### config.mk
export PLATFORM = sky130hd
export DESIGN_NAME = lsq_unit_flat
export DESIGN_NICKNAME = d
export VERILOG_FILES = /design/src/rtl/lsq_unit_if.sv /design/src/rtl/lsq_unit.sv /design/src/flat_wrapper.sv
export SDC_FILE = /design/constraint.sdc
export NUM_CORES = 1
export LEC_CHECK = 0
export BUFFER_PORTS_ARGS = -buffer_cell sky130_fd_sc_hd__buf_2
export CORE_MARGIN = 2
export CORE_UTILIZATION = 45
export DETAILED_ROUTE_END_ITERATION = 10
export MAX_ROUTING_LAYER = met4
export PLACE_DENSITY = 0.65
export SETUP_SLACK_MARGIN = 0.1
export SYNTH_ARGS = -nofsm -noshare
export SYNTH_HDL_FRONTEND = slang
export SYNTH_SLANG_ARGS = --single-unit
### constraint.sdc
create_clock -name clk -period 6.8 [get_ports clk]
set_input_delay 0 -clock clk [delete_from_list [all_inputs] [get_ports clk]]
set_output_delay 0 -clock clk [all_outputs]
set_load 0.03 [all_outputs]
### src/rtl/lsq_unit_if.sv
// Request, dcache and response bundle for lsq_unit.
// Master drives requests and dcache replies; slave is the queue.
interface lsq_unit_if #(
  parameter int ARCH_W = 5,
  parameter int PHYS_W = 6,
  parameter int ROB_W  = 4
);
  logic              flush;
  logic              req_valid;
  logic              req_ready;
  logic [31:0]       req_base;
  logic [31:0]       req_offset;
  logic [31:0]       req_wdata;
  logic [2:0]        req_funct3;
  logic              req_is_store;
  logic [ARCH_W-1:0] req_rd;
  logic [PHYS_W-1:0] req_pd;
  logic [ROB_W-1:0]  req_rob;
  logic              req_dest_we;
  logic              rob_head_valid;
  logic [ROB_W-1:0]  rob_head_idx;
  logic [31:0]       dcache_addr;
  logic [3:0]        dcache_rmask;
  logic [3:0]        dcache_wmask;
  logic [31:0]       dcache_wdata;
  logic [31:0]       dcache_rdata;
  logic              dcache_resp;
  logic              resp_valid;
  logic              resp_ready;
  logic [31:0]       resp_value;
  logic [ARCH_W-1:0] resp_rd;
  logic [PHYS_W-1:0] resp_pd;
  logic [ROB_W-1:0]  resp_rob_idx;
  logic              resp_dest_we;

  modport master (
    output flush, req_valid, req_base, req_offset,
    output req_wdata, req_funct3, req_is_store,
    output req_rd, req_pd, req_rob, req_dest_we,
    output rob_head_valid, rob_head_idx,
    output dcache_rdata, dcache_resp, resp_ready,
    input  req_ready, dcache_addr, dcache_rmask,
    input  dcache_wmask, dcache_wdata,
    input  resp_valid, resp_value, resp_rd,
    input  resp_pd, resp_rob_idx, resp_dest_we
  );

  modport slave (
    input  flush, req_valid, req_base, req_offset,
    input  req_wdata, req_funct3, req_is_store,
    input  req_rd, req_pd, req_rob, req_dest_we,
    input  rob_head_valid, rob_head_idx,
    input  dcache_rdata, dcache_resp, resp_ready,
    output req_ready, dcache_addr, dcache_rmask,
    output dcache_wmask, dcache_wdata,
    output resp_valid, resp_value, resp_rd,
    output resp_pd, resp_rob_idx, resp_dest_we
  );
endinterface

### src/rtl/lsq_unit.sv
// In-order load/store queue, one dcache access in flight.
// Stores wait for the ROB head; loads issue as soon as they reach the head.
module lsq_unit #(
  parameter int DEPTH  = 4,
  parameter int ARCH_W = 5,
  parameter int PHYS_W = 6,
  parameter int ROB_W  = 4
) (
  input logic       clk,
  input logic       rst,
  lsq_unit_if.slave bus
);
  localparam int AW = $clog2(DEPTH);

  typedef enum logic [1:0] {IDLE, WAIT, RESP, DRAIN} state_t;

  typedef struct packed {
    logic [31:0]       addr;
    logic [31:0]       wdata;
    logic [2:0]        f3;
    logic              st;
    logic [ARCH_W-1:0] rd;
    logic [PHYS_W-1:0] pd;
    logic [ROB_W-1:0]  rob;
    logic              we;
  } ent_t;

  state_t st_q, st_d;
  logic [AW:0] head_q, tail_q;
  ent_t q [DEPTH];
  ent_t hd, nw;
  logic full, empty, enq, pop, bad, go, issue, resp_ld;
  logic [3:0] mask;
  logic [31:0] sdata, ldata;
  logic [7:0] bv;
  logic [15:0] hv;
  logic [31:0] addr_q, wdata_q;
  logic [3:0] rmask_q, wmask_q;
  logic rv_q, rwe_q;
  logic [31:0] rval_q;
  logic [ARCH_W-1:0] rrd_q;
  logic [PHYS_W-1:0] rpd_q;
  logic [ROB_W-1:0] rrob_q;

  assign hd = q[head_q[AW-1:0]];
  assign full = (head_q[AW-1:0] == tail_q[AW-1:0])
             && (head_q[AW] != tail_q[AW]);
  assign empty = (head_q == tail_q);
  assign bus.req_ready = !full && !rst && !bus.flush
                      && (st_q != DRAIN);
  assign enq = bus.req_valid && bus.req_ready;
  assign bad = hd.f3 inside {3'b011, 3'b110, 3'b111};
  assign go = !empty && (!hd.st || (bus.rob_head_valid
           && bus.rob_head_idx == hd.rob));

  assign bus.dcache_addr  = addr_q;
  assign bus.dcache_rmask = rmask_q;
  assign bus.dcache_wmask = wmask_q;
  assign bus.dcache_wdata = wdata_q;
  assign bus.resp_valid   = rv_q;
  assign bus.resp_value   = rval_q;
  assign bus.resp_rd      = rrd_q;
  assign bus.resp_pd      = rpd_q;
  assign bus.resp_rob_idx = rrob_q;
  assign bus.resp_dest_we = rwe_q;

  // Pack the incoming request with its effective address.
  always_comb begin
    nw.addr  = bus.req_base + bus.req_offset;
    nw.wdata = bus.req_wdata;
    nw.f3    = bus.req_funct3;
    nw.st    = bus.req_is_store;
    nw.rd    = bus.req_rd;
    nw.pd    = bus.req_pd;
    nw.rob   = bus.req_rob;
    nw.we    = bus.req_dest_we;
  end

  // Byte-lane mask and replicated store data for the head entry.
  always_comb begin
    mask  = 4'b0000;
    sdata = 32'h0;
    unique case (hd.f3[1:0])
      2'b00: begin
        mask  = 4'b0001 << hd.addr[1:0];
        sdata = {4{hd.wdata[7:0]}};
      end
      2'b01: begin
        mask  = hd.addr[1] ? 4'b1100 : 4'b0011;
        sdata = {2{hd.wdata[15:0]}};
      end
      2'b10: begin
        mask  = 4'b1111;
        sdata = hd.wdata;
      end
      default: ;
    endcase
  end

  // Extract and extend load data from the returned word.
  always_comb begin
    bv = bus.dcache_rdata[7:0];
    hv = bus.dcache_rdata[15:0];
    unique case (hd.addr[1:0])
      2'b01: bv = bus.dcache_rdata[15:8];
      2'b10: bv = bus.dcache_rdata[23:16];
      2'b11: bv = bus.dcache_rdata[31:24];
      default: ;
    endcase
    if (hd.addr[1]) hv = bus.dcache_rdata[31:16];
    ldata = 32'h0;
    unique case (hd.f3)
      3'b000: ldata = {{24{bv[7]}}, bv};
      3'b100: ldata = {24'h0, bv};
      3'b001: ldata = {{16{hv[15]}}, hv};
      3'b101: ldata = {16'h0, hv};
      3'b010: ldata = bus.dcache_rdata;
      default: ;
    endcase
  end

  // Next state, head pop and issue/response strobes.
  always_comb begin
    st_d    = st_q;
    pop     = 1'b0;
    issue   = 1'b0;
    resp_ld = 1'b0;
    unique case (st_q)
      IDLE: if (!bus.flush && go) begin
        if (bad) begin
          pop = 1'b1;
          if (!hd.st) begin
            resp_ld = 1'b1;
            st_d    = RESP;
          end
        end else begin
          issue = 1'b1;
          st_d  = WAIT;
        end
      end
      WAIT: if (bus.flush) begin
        st_d = bus.dcache_resp ? IDLE : DRAIN;
      end else if (bus.dcache_resp) begin
        pop = 1'b1;
        if (hd.st) begin
          st_d = IDLE;
        end else begin
          resp_ld = 1'b1;
          st_d    = RESP;
        end
      end
      RESP: if (bus.flush || bus.resp_ready) st_d = IDLE;
      DRAIN: if (bus.dcache_resp) st_d = IDLE;
      default: st_d = IDLE;
    endcase
  end

  // State register and FIFO pointers; flush empties the queue.
  always_ff @(posedge clk) begin
    if (rst) begin
      st_q   <= IDLE;
      head_q <= '0;
      tail_q <= '0;
    end else begin
      st_q <= st_d;
      if (bus.flush) begin
        head_q <= '0;
        tail_q <= '0;
      end else begin
        if (pop) head_q <= head_q + 1'b1;
        if (enq) tail_q <= tail_q + 1'b1;
      end
    end
  end

  // Entry storage.
  always_ff @(posedge clk) begin
    if (enq) q[tail_q[AW-1:0]] <= nw;
  end

  // Dcache request is latched at issue so DRAIN can hold it after flush.
  always_ff @(posedge clk) begin
    if (rst) begin
      addr_q  <= '0;
      rmask_q <= '0;
      wmask_q <= '0;
      wdata_q <= '0;
    end else if (issue) begin
      addr_q  <= {hd.addr[31:2], 2'b00};
      rmask_q <= hd.st ? 4'b0000 : mask;
      wmask_q <= hd.st ? mask : 4'b0000;
      wdata_q <= hd.st ? sdata : 32'h0;
    end else if (st_d == IDLE || st_d == RESP) begin
      addr_q  <= '0;
      rmask_q <= '0;
      wmask_q <= '0;
      wdata_q <= '0;
    end
  end

  // Load result register, held until the consumer takes it.
  always_ff @(posedge clk) begin
    if (rst) begin
      rv_q   <= 1'b0;
      rval_q <= '0;
      rrd_q  <= '0;
      rpd_q  <= '0;
      rrob_q <= '0;
      rwe_q  <= 1'b0;
    end else if (resp_ld) begin
      rv_q   <= 1'b1;
      rval_q <= ldata;
      rrd_q  <= hd.rd;
      rpd_q  <= hd.pd;
      rrob_q <= hd.rob;
      rwe_q  <= hd.we && !hd.st;
    end else if (bus.flush || (st_q == RESP && bus.resp_ready)) begin
      rv_q <= 1'b0;
    end
  end
endmodule

### src/flat_wrapper.sv
// flat-port wrapper written by rule: the top's interface ports become plain ports
module lsq_unit_flat 
#(
  parameter int DEPTH  = 4,
  parameter int ARCH_W = 5,
  parameter int PHYS_W = 6,
  parameter int ROB_W  = 4
)
  (clk, rst, bus_flush, bus_req_valid, bus_req_base, bus_req_offset, bus_req_wdata, bus_req_funct3, bus_req_is_store, bus_req_rd, bus_req_pd, bus_req_rob, bus_req_dest_we, bus_rob_head_valid, bus_rob_head_idx, bus_dcache_rdata, bus_dcache_resp, bus_resp_ready, bus_req_ready, bus_dcache_addr, bus_dcache_rmask, bus_dcache_wmask, bus_dcache_wdata, bus_resp_valid, bus_resp_value, bus_resp_rd, bus_resp_pd, bus_resp_rob_idx, bus_resp_dest_we);
  lsq_unit_if #(.ARCH_W(ARCH_W), .PHYS_W(PHYS_W), .ROB_W(ROB_W)) bus_i ();
  input logic clk;
  input logic rst;
  input wire logic [$bits(bus_i.flush)-1:0] bus_flush;
  input wire logic [$bits(bus_i.req_valid)-1:0] bus_req_valid;
  input wire logic [$bits(bus_i.req_base)-1:0] bus_req_base;
  input wire logic [$bits(bus_i.req_offset)-1:0] bus_req_offset;
  input wire logic [$bits(bus_i.req_wdata)-1:0] bus_req_wdata;
  input wire logic [$bits(bus_i.req_funct3)-1:0] bus_req_funct3;
  input wire logic [$bits(bus_i.req_is_store)-1:0] bus_req_is_store;
  input wire logic [$bits(bus_i.req_rd)-1:0] bus_req_rd;
  input wire logic [$bits(bus_i.req_pd)-1:0] bus_req_pd;
  input wire logic [$bits(bus_i.req_rob)-1:0] bus_req_rob;
  input wire logic [$bits(bus_i.req_dest_we)-1:0] bus_req_dest_we;
  input wire logic [$bits(bus_i.rob_head_valid)-1:0] bus_rob_head_valid;
  input wire logic [$bits(bus_i.rob_head_idx)-1:0] bus_rob_head_idx;
  input wire logic [$bits(bus_i.dcache_rdata)-1:0] bus_dcache_rdata;
  input wire logic [$bits(bus_i.dcache_resp)-1:0] bus_dcache_resp;
  input wire logic [$bits(bus_i.resp_ready)-1:0] bus_resp_ready;
  output wire logic [$bits(bus_i.req_ready)-1:0] bus_req_ready;
  output wire logic [$bits(bus_i.dcache_addr)-1:0] bus_dcache_addr;
  output wire logic [$bits(bus_i.dcache_rmask)-1:0] bus_dcache_rmask;
  output wire logic [$bits(bus_i.dcache_wmask)-1:0] bus_dcache_wmask;
  output wire logic [$bits(bus_i.dcache_wdata)-1:0] bus_dcache_wdata;
  output wire logic [$bits(bus_i.resp_valid)-1:0] bus_resp_valid;
  output wire logic [$bits(bus_i.resp_value)-1:0] bus_resp_value;
  output wire logic [$bits(bus_i.resp_rd)-1:0] bus_resp_rd;
  output wire logic [$bits(bus_i.resp_pd)-1:0] bus_resp_pd;
  output wire logic [$bits(bus_i.resp_rob_idx)-1:0] bus_resp_rob_idx;
  output wire logic [$bits(bus_i.resp_dest_we)-1:0] bus_resp_dest_we;
  assign bus_i.flush = bus_flush;
  assign bus_i.req_valid = bus_req_valid;
  assign bus_i.req_base = bus_req_base;
  assign bus_i.req_offset = bus_req_offset;
  assign bus_i.req_wdata = bus_req_wdata;
  assign bus_i.req_funct3 = bus_req_funct3;
  assign bus_i.req_is_store = bus_req_is_store;
  assign bus_i.req_rd = bus_req_rd;
  assign bus_i.req_pd = bus_req_pd;
  assign bus_i.req_rob = bus_req_rob;
  assign bus_i.req_dest_we = bus_req_dest_we;
  assign bus_i.rob_head_valid = bus_rob_head_valid;
  assign bus_i.rob_head_idx = bus_rob_head_idx;
  assign bus_i.dcache_rdata = bus_dcache_rdata;
  assign bus_i.dcache_resp = bus_dcache_resp;
  assign bus_i.resp_ready = bus_resp_ready;
  assign bus_req_ready = bus_i.req_ready;
  assign bus_dcache_addr = bus_i.dcache_addr;
  assign bus_dcache_rmask = bus_i.dcache_rmask;
  assign bus_dcache_wmask = bus_i.dcache_wmask;
  assign bus_dcache_wdata = bus_i.dcache_wdata;
  assign bus_resp_valid = bus_i.resp_valid;
  assign bus_resp_value = bus_i.resp_value;
  assign bus_resp_rd = bus_i.resp_rd;
  assign bus_resp_pd = bus_i.resp_pd;
  assign bus_resp_rob_idx = bus_i.resp_rob_idx;
  assign bus_resp_dest_we = bus_i.resp_dest_we;
  lsq_unit #(.DEPTH(DEPTH), .ARCH_W(ARCH_W), .PHYS_W(PHYS_W), .ROB_W(ROB_W)) u_core (.clk(clk), .rst(rst), .bus(bus_i));
endmodule
### After elaboration in Yosys (flattened, before gate mapping)

Memories as Yosys holds them, arrays and structs flattened. A register that Yosys moved wholly into a read port is not among the register bits.
Index checks and enable logic that the tools add are counted.
Widths: inputs -> output; s select.

* flip-flop bits (word level): 127
* memory bits (writable): 336
* input bits: 159
* output and inout bits: 122
* memories: 1

Memories
* u_core.q: words 4, width 84, read ports 1, clocked after memory_dff 1, write ports 1, line lsq_unit.sv:30 `ent_t q [DEPTH];`

* add/sub/neg operators: 3
* equal/unequal tests: 21
* shift-type cells: 1
* muxes and demuxes: 46
* reduce and logical (&&, ||, !) cells: 27

Operator list (count)
* $mux 32: 5
* $pmux 32 s5: 1
* $pmux 32 s3: 1
* $add 32x32->32: 1
* $mux 4: 6
* $pmux 8 s3: 1
* $mux 2: 11
* $mux 1: 16
* $mux 16: 1
* $eq 2x2->1 const B: 6
* $eq 3x3->1 const B: 4
* $pmux 4 s3: 1
* $logic_and 1x1->1: 10
* $pmux 2 s4: 1
* $add 3x1->3 const B: 2
* $eq 2x1->1 const B: 3
* $eq 3x2->1 const B: 2
* $logic_not 2->1: 3
* $logic_not 1->1: 5
* $eq 4x4->1: 1
* $logic_or 1x1->1: 4
* $pmux 1 s2: 2
* $reduce_bool 2->1: 2
* $shl 1x2->4 const A: 1
* other kinds (8): 8

### Depth between registers and ports, before layout

Gate-level depths: netlist (run 1).

* word-level depth: 11
* gate-level depth with buffers: 12

### Worst setup path before layout (run 1)

Ideal clock, no wire load.

* kind: register -> register
* start point: register u_core.tail_q[0]
* end point: memory u_core.q[3][0] (netlist name) (enable)
* arrival time: 3817 ps
* data required time: 6346 ps
* slack: 2529 ps
* cell stages (with the launch flop): 5
* cell sequence: dfxtp_1 -> xor2_1 -> nor2_1 -> a221oi_1 -> and3_1

* word-level cells in the longest chain between the ends: 9

Ends and longest elaborated chain
* start, declared: line lsq_unit.sv:29 `logic [AW:0] head_q, tail_q;`
* start signal, assigned: line lsq_unit.sv:171 `if (enq) tail_q <= tail_q + 1'b1;`
* $eq 2x2->1: line lsq_unit.sv:46 `assign full = (head_q[AW-1:0] == tail_q[AW-1:0])`
* $logic_and 1x1->1: line lsq_unit.sv:47 `&& (head_q[AW] != tail_q[AW]);`
* $logic_not 1->1: line lsq_unit.sv:49 `assign bus.req_ready = !full && !rst && !bus.flush`
* $logic_and 1x1->1 (2 in a row): line lsq_unit.sv:49
* $logic_and 1x1->1: line lsq_unit.sv:50 `&& (st_q != DRAIN);`
* via bus_req_ready: line flat_wrapper.sv:29 `output wire logic [$bits(bus_i.req_ready)-1:0] bus_req_ready;`
* $logic_and 1x1->1: line lsq_unit.sv:51 `assign enq = bus.req_valid && bus.req_ready;`
* $mux 1: line lsq_unit.sv:178 `if (enq) q[tail_q[AW-1:0]] <= nw;`
* $mux 1 (implied by the code): line lsq_unit.sv:178
* end, declared: line lsq_unit.sv:30

The timed path passes the listed nets, and every way through them passes these cells.

==> flow_summary_export.csv, run 1 <==
group,metric,value,unit
cts,clockBufferDepth,3,
drt,wl,45680,microns
cts,clkSinkCount,465,
place,place_inst,2044,
global_routing,grt_max_degree,86,
global_routing,gr-total-overflow,0,
drt,ant_nets,0,
die,pin_count,281,
timing,holdWs,24.83,ps
worst_setup_path,critical_path.top_delay_family,"buffers and inverters",
worst_setup_path,cp.arrival,4370,ps
synthesis,avgSynthCellArea,14.86,sq um
worst_setup_path,required,7200,ps
worst_setup_path,critPathMostFrequentCell,"mux4_2",
cts,h-tree-depth,2,
timing,max_slew_margin,0.1638,
power,intPower,0.004861,W
worst_setup_path,cpMaxStageDelayCell,"dfxtp_4",
cells_and_area,area_growth,23.85,%
timing,fin_crit,3971,ps
power,powerDensity,261.2,nW/um^2
timing,tightest_slew,1243,ps
cells_and_area,stdcell_count,2243,
synthesis,synth_edf_count,336,
die,rows,75,
synthesis,synthesis.area,19060,sq um
timing,fin_setup_tns,0,ps
power,pwr-share-clk,0.429,
global_routing,track_usage,0.2135,
global_routing,grt_antenna_before_repair,4,
cts,postCtsSetupRepairBufs,0,
worst_setup_path,slowest_delay,730,ps
synthesis,ys_seq_area_frac,0.6648,
power,seqPwrFrac,0.504,
drt,drt_pass1_iterations,5,
place,gp_congestion,0.8825,
cells_and_area,final_util,0.5641,
global_routing,grt_pass1_vias,12283,
timing,setup_violations,0,
place,place_area,20930,sq um
die,core,41850,sq um
cells_and_area,finalInstanceArea,23610,sq um
timing,hold_viol_final,0,
timing,fin_skew,19.89,ps
cells_and_area,nets,1857,
power,cellLeakagePower,8.801,nW
drt,vias,12160,
run_status,status,"complete, no violations",
die,initial_core_util,0.4555,
job,maxCapViolations,0,
worst_setup_path,path_max_fanout,48,
place,dpl.hpwl,29130,microns
cts,cts_tree,"built",
synthesis,synth-seq-cells,465,
drt,drt-initial-drc-count,936,
cells_and_area,drive_gt1_frac,0.2829,
worst_setup_path,path_cells,"buf_4 > mux4_2 > inv_2 > mux4_2 > a221oi_1 > dlygate4sd3_1 > nor3_1",
power,switchingPower,0.001306,W
worst_setup_path,start_kind,"flip-flop",
cts,root_buffer,"clkbuf_16",
drt,avgViaCountPerCell,5.421,
global_routing,grt_pass1_wl,70130,microns
cts,clk_pin_slew,60,ps
synthesis,ys_dominant_reg_cell,"edfxtp_1",
power,max-vdd-ir-drop,175.2,uV
min_path,hold_class,"primary input to flip-flop",
worst_setup_path,worstSetupEndpointType,"flip-flop",
timing,rsz0062_at_grt,"false",
die,die_h,209.8,microns
die,die_width,209.8,microns
power,power_frac_comb,0.067,
worst_setup_path,critPathKind,"flip-flop to flip-flop",
cts,worstSkewPairLatency,570,ps
synthesis,yosys_warnings,0,
drt,drc,0,
timing,finalMaxSlewViolations,0,
die,die-area,44020,sq um
drt,post_drt_wl_per_cell,20.37,microns
place,io_buffers,278,
timing,max_freq,0.2518,GHz
synthesis,async_flop_share,0,
timing,finalCritPeriodShare,0.5840,
power,swShare,0.2118,
worst_setup_path,critical_path_buf_inv_count,3,
cts,cts_made_buffers,48,
synthesis,yosysUniqueCellTypes,60,
synthesis,syn_inst,1283,
[Yosys cell counts (16+ instances only)]
cell / instances / share of area
ha_1: 36 / 0.024
mux4_2: 89 / 0.11
a21o_1: 35 / 0.014
dfxtp_1: 129 / 0.14
nor2_1: 110 / 0.022
a211oi_1: 25 / 0.0098
a21oi_1: 54 / 0.014
xnor2_1: 25 / 0.011
nor3_1: 17 / 0.0045
xor2_1: 17 / 0.0078
edfxtp_1: 336 / 0.53
buf_2: 16 / 0.0042
o21ai_0: 39 / 0.010
nand2_1: 103 / 0.020
a22oi_1: 43 / 0.017
inv_1: 38 / 0.0075
clkbuf_1: 40 / 0.0079
[area by class of cell]
type / count / area, sq um
Antenna cell: 4 / 10.01
Clock buffer: 70 / 1396
Sequential cell: 465 / 12680
Fill cell: 3289 / 18240
Multi-Input combinational cell: 708 / 5923
Tap cell: 539 / 674.4
Timing Repair Buffer: 398 / 2560
Inverter: 40 / 150.1
Clock inverter: 19 / 215.2
[what timing repair did]
action / CTS / global route
hold buffers: 106 / 0
hold endpoints to repair: 278 / 0
resized for setup: 0 / 0
[through the flow]
step	setup slack (ps)	total power [W]
finish	2829	0.006168
global route	2627	0.006367
CTS	2821	0.006220
detailed placement	3122	0.003530
global placement	3304	0.003519
floorplan	2529	0.003391
[routing by layer]
metal / wire length [microns] / share of wire / track usage / up-vias
met1: 19520 / 0.43 / 0.2765 / 5967
met5: 0 / 0 / - / -
met3: 2763 / 0.060 / 0.03382 / 89
met2: 22270 / 0.49 / 0.3483 / 435
li1: - / - / - / 5669
met4: 1125 / 0.025 / 0.06823 / 0
[sequential cells by signal, indices dropped and copies added, names as in the netlist, named ones only]
| name | count |
|---|---|
| u_core.tail_q | 3 |
| u_core.bus.resp_rob_idx | 4 |
| u_core.bus.resp_rd | 5 |
| u_core.st_q | 1 |
| u_core.head_q | 3 |
| u_core.bus.dcache_wdata | 32 |
| u_core.bus.resp_value | 32 |
| u_core.q | 336 |
| u_core.bus.resp_valid | 1 |
| u_core.bus.resp_pd | 6 |
| u_core.bus.dcache_wmask | 4 |
| u_core.bus.resp_dest_we | 1 |
| u_core.bus.dcache_rmask | 4 |
| u_core.bus.dcache_addr | 30 |
[power groups by stage]
stage	clock network (W)	logic (W)	registers [W]
2_1_floorplan	0	0.000219	0.00317
3_3_place_gp	0	0.000352	0.00317
3_5_place_dp	0	0.000362	0.00317
4_1_cts	0.00270	0.000413	0.00311
5_1_grt	0.00281	0.000454	0.00311
6_report	0.00265	0.000414	0.00311
[kinds of logic (layout without fill, tap and decap cells)]
kind of cell	count (synthesis)	in the layout	share of synthesized area
compound gates	249	249	0.08848
xor+xnor	42	42	0.01930
fa+ha+maj	37	37	0.02468
buf+inv	111	527	0.02691
flops	465	465	0.6648
mux	104	104	0.1146
other cells	1	6	0.0001967
simple gates	274	274	0.06104
[cells in the final DEF (no fill, tap or decap), types with 3 or more instances in the layout]
cell           count
edfxtp_1         336
buf_2            277
dfxtp_1          127
nor2_1           109
dlygate4sd3_1    106
nand2_1          103
mux4_2            89
a21oi_1           54
clkbuf_16         50
a22oi_1           43
o21ai_0           39
inv_1             38
ha_1              36
a21o_1            35
xnor2_1           25
a211oi_1          25
xor2_1            17
nor3_1            17
buf_4             15
clkbuf_1          13
mux2i_1           12
a22o_1            12
a221oi_1           9
nand4_1            8
a31oi_1            8
nand3_1            7
o21bai_1           7
clkbuf_8           7
clkinv_2           7
diode_2            4
or2_2              4
and3_4             4
bufinv_16          4
nand3b_1           3
nor2b_1            3
clkinv_1           3
[path summary, 6_finish.rpt]
| check | startpoint | depth (start not counted) | slack (ps) | end |
|---|---|---|---|---|
| max | flip-flop | 7 | 2830 | u_core.bus.resp_value[6] |
| min | bus_req_offset[1] | 2 | 20 | u_core.q[0][53] |
| max reg2reg | flip-flop | 7 | 2830 | u_core.bus.resp_value[6] |
| min reg2reg | u_core.bus.dcache_addr[5] | 2 | 450 | u_core.bus.dcache_addr[5] |
Power figures use the tool's default switching activity.
==> run 2, diff against run 1 <==
--- a/config.mk
+++ b/config.mk
@@ -5,12 +5,13 @@
 export SDC_FILE = /design/constraint.sdc
 export NUM_CORES = 1
 export LEC_CHECK = 0
+export ABC_AREA = 1
 export BUFFER_PORTS_ARGS = -buffer_cell sky130_fd_sc_hd__buf_2
 export CORE_MARGIN = 2
 export CORE_UTILIZATION = 45
 export DETAILED_ROUTE_END_ITERATION = 10
 export MAX_ROUTING_LAYER = met4
-export PLACE_DENSITY = 0.65
+export PLACE_DENSITY = 0.67
 export SETUP_SLACK_MARGIN = 0.1
 export SYNTH_ARGS = -nofsm -noshare
 export SYNTH_HDL_FRONTEND = slang
==> constraint.sdc (replaced) <==
create_clock -name clk -period 3.3 [get_ports clk]
set_input_delay 0 -clock clk [delete_from_list [all_inputs] [get_ports clk]]
set_output_delay 0 -clock clk [all_outputs]
set_load 0.03 [all_outputs]
==> run 2 against run 1 <==
  * Synthesized cell count up 62%
  * Register-to-register slack worse by 2500 ps
  * Non-clock buffer count up 17
  * Worst setup slack worse by 2500 ps
  * Synthesized area up 8.3%
  * Total power up 110%
  * Final cell count up 36%
  * Critical path depth up 5
  * Count of clock-buffer cells in the layout down 7
  * Wire length up 27%
  * Critical path type unchanged
  * Critical endpoint is now u_core.bus.resp_value[29]
==> flow_summary_export.csv, run 2 <==
group,metric,value,unit
synthesis,synth-seq-cells,465,
place,dpl.hpwl,37470,microns
synthesis,synth_edf_count,336,
worst_setup_path,cp.arrival,3490,ps
power,powerDensity,512.8,nW/um^2
power,max-vdd-ir-drop,345.3,uV
global_routing,grt_pass1_wl,88510,microns
cts,clk_pin_slew,60,ps
cells_and_area,finalInstanceArea,25200,sq um
worst_setup_path,required,3820,ps
global_routing,grt_max_degree,99,
run_status,status,"complete, no violations",
drt,wl,58250,microns
worst_setup_path,critPathKind,"flip-flop to flip-flop",
synthesis,yosysUniqueCellTypes,44,
cells_and_area,final_cell_mix,"nand2_1, edfxtp_1, buf_2",
die,die-area,47620,sq um
cells_and_area,final_common_cell,"nand2_1",
drt,drt-initial-drc-count,1665,
min_path,hold_class,"primary input to flip-flop",
drt,post_drt_wl_per_cell,19.03,microns
global_routing,track_usage,0.2467,
timing,finalMaxSlewViolations,0,
synthesis,ys_top_cells_by_area,"edfxtp_1, dfxtp_1, nand2_1, o21ai_0, nor2_1",
cts,cts_made_buffers,48,
global_routing,gr-total-overflow,0,
timing,setup_violations,0,
drt,drc,0,
cts,cts_tree,"built",
synthesis,ys_dominant_reg_cell,"edfxtp_1",
synthesis,yosys_warnings,0,
cts,h-tree-depth,2,
synthesis,ys_top_cells_by_count,"nand2_1, edfxtp_1, nor2_1, o21ai_0, a21oi_1",
timing,fin_crit,2967,ps
cells_and_area,seqCellArea,12680,sq um
synthesis,yosysTopAreaCell,"edfxtp_1",
power,cellLeakagePower,9.969,nW
die,rows,78,
cts,clockBufferDepth,3,
timing,holdWs,29.17,ps
global_routing,grt_antenna_before_repair,3,
cells_and_area,largest_reg_flops,336,
synthesis,ys_seq_area_frac,0.6137,
cells_and_area,area_growth,22.04,%
die,die_h,218.2,microns
cells_and_area,drive_gt1_frac,0.1709,
drt,drt_pass1_iterations,6,
timing,max_freq,0.3371,GHz
cells_and_area,final.fill_count,3912,
cells_and_area,multi_input_area,7010,sq um
drt,avgViaCountPerCell,5.467,
place,place_inst,2864,
cts,worstSkewPairLatency,600,ps
drt,ant_nets,0,
timing,fin_skew,24.40,ps
timing,timing.final.ws_setup,333.4,ps
timing,rsz0062_at_grt,"false",
die,core,45380,sq um
cts,clkSinkCount,465,
cells_and_area,stdcell_count,3060,
worst_setup_path,path_max_fanout,62,
cts,root_buffer,"clkbuf_16",
global_routing,grt_pass1_vias,15953,
timing,tightest_slew,1012,ps
cells_and_area,nets,2614,
place,place_ws,366.1,ps
place,gp_congestion,0.8930,
timing,hold_viol_final,0,
timing,finalCritPeriodShare,0.8990,
synthesis,yosysMostFrequentCell,"nand2_1",
job,maxCapViolations,0,
synthesis,syn_inst,2081,
synthesis,synthesis.area,20650,sq um
synthesis,synth_top_area_share,0.4886,
die,initial_core_util,0.4550,
drt,vias,16729,
timing,max_slew_margin,0.3255,
die,pin_count,281,
place,place_area,22540,sq um
place,io_buffers,278,
worst_setup_path,start_kind,"flip-flop",
die,die_width,218.2,microns
synthesis,async_flop_share,0,
worst_setup_path,worstSetupEndpointType,"flip-flop",
synthesis,avgSynthCellArea,9.922,sq um
[run 2: cell count changes after synthesis, sizes merged, moves of 79 or more]
cell / before / now
o22ai: 1 / 80
nor2: 112 / 239
nand3: 7 / 112
nand2: 104 / 392
a21oi: 55 / 167
mux4: 90 / 0
o21ai: 41 / 214
[run 2: layout make-up]
type | instances | area share
flip-flops and latches | 465 | 0.5031
multi-input cells | 1393 | 0.2782
repair buffers | 415 | 0.1105
clock buffers | 63 | 0.05318
well taps | 600 | 0.02979
inverters | 95 | 0.01425
clock inverters | 26 | 0.01077
diodes | 3 | 0.0002979
[run 2: cell families (layout without fill, tap and decap cells)]
| logic type | after synthesis | in the layout | synth area share |
|---|---|---|---|
| simple gates | 848 | 848 | 0.1792 |
| other cells | 1 | 5 | 0.0001816 |
| compound gates | 477 | 477 | 0.1230 |
| flops | 465 | 465 | 0.6137 |
| fa+ha+maj | 37 | 37 | 0.02278 |
| buf+inv | 224 | 599 | 0.04878 |
| xor+xnor | 29 | 29 | 0.01230 |
[run 2: where the power goes]
part	switching, W	internal [W]
logic	0.000662	0.000361
registers	0.0000135	0.00639
clock network	0.00224	0.00325
total	0.00292	0.0100
[run 2: metrics by stage]
step                power [W]  TNS [ps]  utilization
detailed placement   0.007433         0       0.4966
global route          0.01332         0       0.5553
finish                0.01292         0       0.5553
global placement     0.007413         0       0.4966
floorplan            0.007072   -140680            -
CTS                   0.01300         0       0.5551
[run 2: final timing paths]
path | from | endpoint | depth (start not counted) | slack (ps)
max | flip-flop | u_core.bus.resp_value[29] | 12 | 330
min | bus_req_base[11] | u_core.q[1][63] | 3 | 30
max reg2reg | flip-flop | u_core.bus.resp_value[29] | 12 | 330
min reg2reg | u_core.bus.resp_value[28] | u_core.bus.resp_value[28] | 2 | 460
[run 2: worst max-delay path, stage by stage, from the launching register on]
cell and delay (ps):
dfxtp_4 400, inv_4 190, buf_4 570, nand2_1 100, nand3_1 90, nand2_1 100, inv_2 250, o21ai_1 160
nor2_2 550, a21oi_1 140, nand2_1 110, nand3_1 80, o21ai_1 130
[run 2: repair_timing]
item	in CTS	in global routing
resized for setup	0	1
endpoints found under the hold margin	302	0
endpoints found under the setup margin	0	23
setup buffers	0	0
hold buffers	104	0
[run 2: routing by layer]
layer,routed length [microns],global-route usage,up-vias
met3,3937,0.03452,92
met4,1355,0.07959,0
met2,27400,0.3959,606
li1,-,-,8019
met5,0,-,-
met1,25550,0.3246,8012
==> run 3, diff against run 2 <==
--- a/config.mk
+++ b/config.mk
@@ -6,13 +6,14 @@
 export NUM_CORES = 1
 export LEC_CHECK = 0
 export ABC_AREA = 1
-export BUFFER_PORTS_ARGS = -buffer_cell sky130_fd_sc_hd__buf_2
+export BUFFER_PORTS_ARGS = -buffer_cell sky130_fd_sc_hd__clkbuf_2
 export CORE_MARGIN = 2
 export CORE_UTILIZATION = 45
 export DETAILED_ROUTE_END_ITERATION = 10
 export MAX_ROUTING_LAYER = met4
 export PLACE_DENSITY = 0.67
 export SETUP_SLACK_MARGIN = 0.1
+export SLEW_MARGIN = 20
 export SYNTH_ARGS = -nofsm -noshare
 export SYNTH_HDL_FRONTEND = slang
 export SYNTH_SLANG_ARGS = --single-unit
==> run 3 against run 2 <==
  * Design area is essentially flat
  * Final cell count shrank 0.13%
  * First-iteration DRC count shrank 1.2%
  * Critical path depth is the same
  * Global-route usage is essentially flat
  * Combinational power is essentially flat
  * Hold slack gained 4.8 ps
  * Clock skew shrank 2.4 ps
  * Sequential power is essentially flat
  * Count of clock-buffer cells in the layout shrank 9
  * Critical path type unchanged
  * Critical endpoint is now u_core.bus.resp_value[14]
==> flow_summary_export.csv, run 3 (synthesis results as in run 2) <==
group,metric,value,unit
run_status,status,"complete, no violations",
cells_and_area,drive_gt1_frac,0.1728,
drt,drt-initial-drc-count,1645,
die,core,45380,sq um
timing,rsz0062_at_grt,"false",
cts,h-tree-depth,2,
timing,fin_setup_tns,0,ps
die,pin_count,281,
cts,clk_pin_slew,70,ps
cts,cts_tree,"built",
drt,wl,57940,microns
place,io_buffers,278,
place,dpl.hpwl,36770,microns
cells_and_area,final.fill_count,3917,
power,powerDensity,513.8,nW/um^2
global_routing,gr-total-overflow,0,
drt,vias,16747,
die,initial_core_util,0.4550,
cts,root_buffer,"clkbuf_16",
worst_setup_path,worstSetupEndpointType,"flip-flop",
timing,tightest_slew,947.7,ps
timing,finalCritPeriodShare,0.8778,
global_routing,track_usage,0.2471,
job,maxCapViolations,0,
cells_and_area,nets,2612,
cells_and_area,final_common_cell,"nand2_1",
drt,post_drt_wl_per_cell,18.96,microns
timing,max_slew_margin,0.3682,
global_routing,grt_pass1_vias,16025,
power,intPower,0.01003,W
place,place_area,22470,sq um
timing,setup_violations,0,
cts,clkSinkCount,465,
timing,finalMaxSlewViolations,0,
timing,timing.final.ws_setup,403.1,ps
timing,holdWs,33.94,ps
die,die_h,218.2,microns
drt,avgViaCountPerCell,5.480,
cells_and_area,area_growth,22.01,%
place,gp_congestion,0.9305,
timing,hold_viol_final,0,
cells_and_area,final_util,0.5551,
power,max-vdd-ir-drop,324.9,uV
worst_setup_path,required,3800,ps
die,die_width,218.2,microns
cts,cts_made_buffers,47,
cells_and_area,finalInstanceArea,25190,sq um
global_routing,grt_antenna_before_repair,3,
drt,drt_pass1_iterations,8,
die,rows,78,
timing,max_freq,0.3452,GHz
cells_and_area,final_cell_mix,"nand2_1, edfxtp_1, clkbuf_2",
drt,ant_nets,0,
worst_setup_path,path_max_fanout,27,
place,place_ws,381.2,ps
timing,fin_crit,2897,ps
min_path,hold_class,"primary input to flip-flop",
power,cellLeakagePower,9.882,nW
power,pwr-share-clk,0.426,
power,switchingPower,0.002915,W
cells_and_area,largest_reg_flops,336,
global_routing,grt_pass1_wl,88580,microns
power,power_frac_comb,0.079,
power,swShare,0.2252,
drt,drc,0,
worst_setup_path,cp.arrival,3390,ps
cts,clockBufferDepth,3,
timing,fin_skew,21.96,ps
worst_setup_path,critPathKind,"flip-flop to flip-flop",
global_routing,grt_max_degree,107,
worst_setup_path,start_kind,"flip-flop",
cts,worstSkewPairLatency,580,ps
power,seqPwrFrac,0.495,
die,die-area,47620,sq um
run 3: path summary, 6_finish.rpt:
path                        startpoint                        end  slack [ps]  cells after the start
max                          flip-flop  u_core.bus.resp_value[14]         400                     12
min                   bus_req_base[11]            u_core.q[0][63]          30                      3
max reg2reg                  flip-flop  u_core.bus.resp_value[14]         400                     12
min reg2reg  u_core.bus.resp_value[23]  u_core.bus.resp_value[23]         460                      2
run 3: timing repair:
| item | in CTS | in global routing |
|---|---|---|
| hold buffers | 106 | 0 |
| gates resized for setup | 0 | 1 |
| setup endpoints to repair | 0 | 20 |
| endpoints found under the hold margin | 302 | 0 |
| setup buffers | 0 | 1 |
run 3: through the flow:
stage | cells | power, W
final | 3056 | 0.01294
after global routing | 3056 | 0.01337
after CTS | 3051 | 0.01300
after detailed placement | 2859 | 0.007430
after global placement | 2859 | 0.007409
after floorplan | 2082 | 0.007072
run 3: power by group through the flow:
stage                     Combinational [W]  Sequential (W)  Clock, W
after floorplan                    0.000533         0.00654         0
after global placement             0.000879         0.00653         0
after detailed placement           0.000899         0.00653         0
after CTS                           0.00101         0.00641   0.00558
after global routing                0.00113         0.00641   0.00583
final                               0.00102         0.00641   0.00551
run 3: area by class of cell:
cell class,count,area (sq um),area share
Timing Repair Buffer,414,2773,0.1101
Clock inverter,32,355.3,0.01410
Clock buffer,54,1252,0.04971
Antenna cell,3,7.507,0.0002980
Tap cell,600,750.7,0.02980
Multi-Input combinational cell,1393,7018,0.2786
Inverter,95,359.1,0.01425
Sequential cell,465,12680,0.5032
run 3: layer usage:
layer  GRT usage  routed length [microns]
met1      0.3252                    25210
met2      0.3919                    27300
met3     0.04746                     4210
met4     0.06848                     1213
met5           -                        0
run 3: worst max-delay path, stage by stage (launching register included):
cell	delay (ps)
dfxtp_4	490
buf_4	330
nand2_1	100
nand3_1	140
o21ai_4	160
nor2_8	230
inv_2	140
o21ai_2	270
a21oi_1	100
dlygate4sd3_1	560
nand2_1	60
nand3_1	100
o21ai_1	110
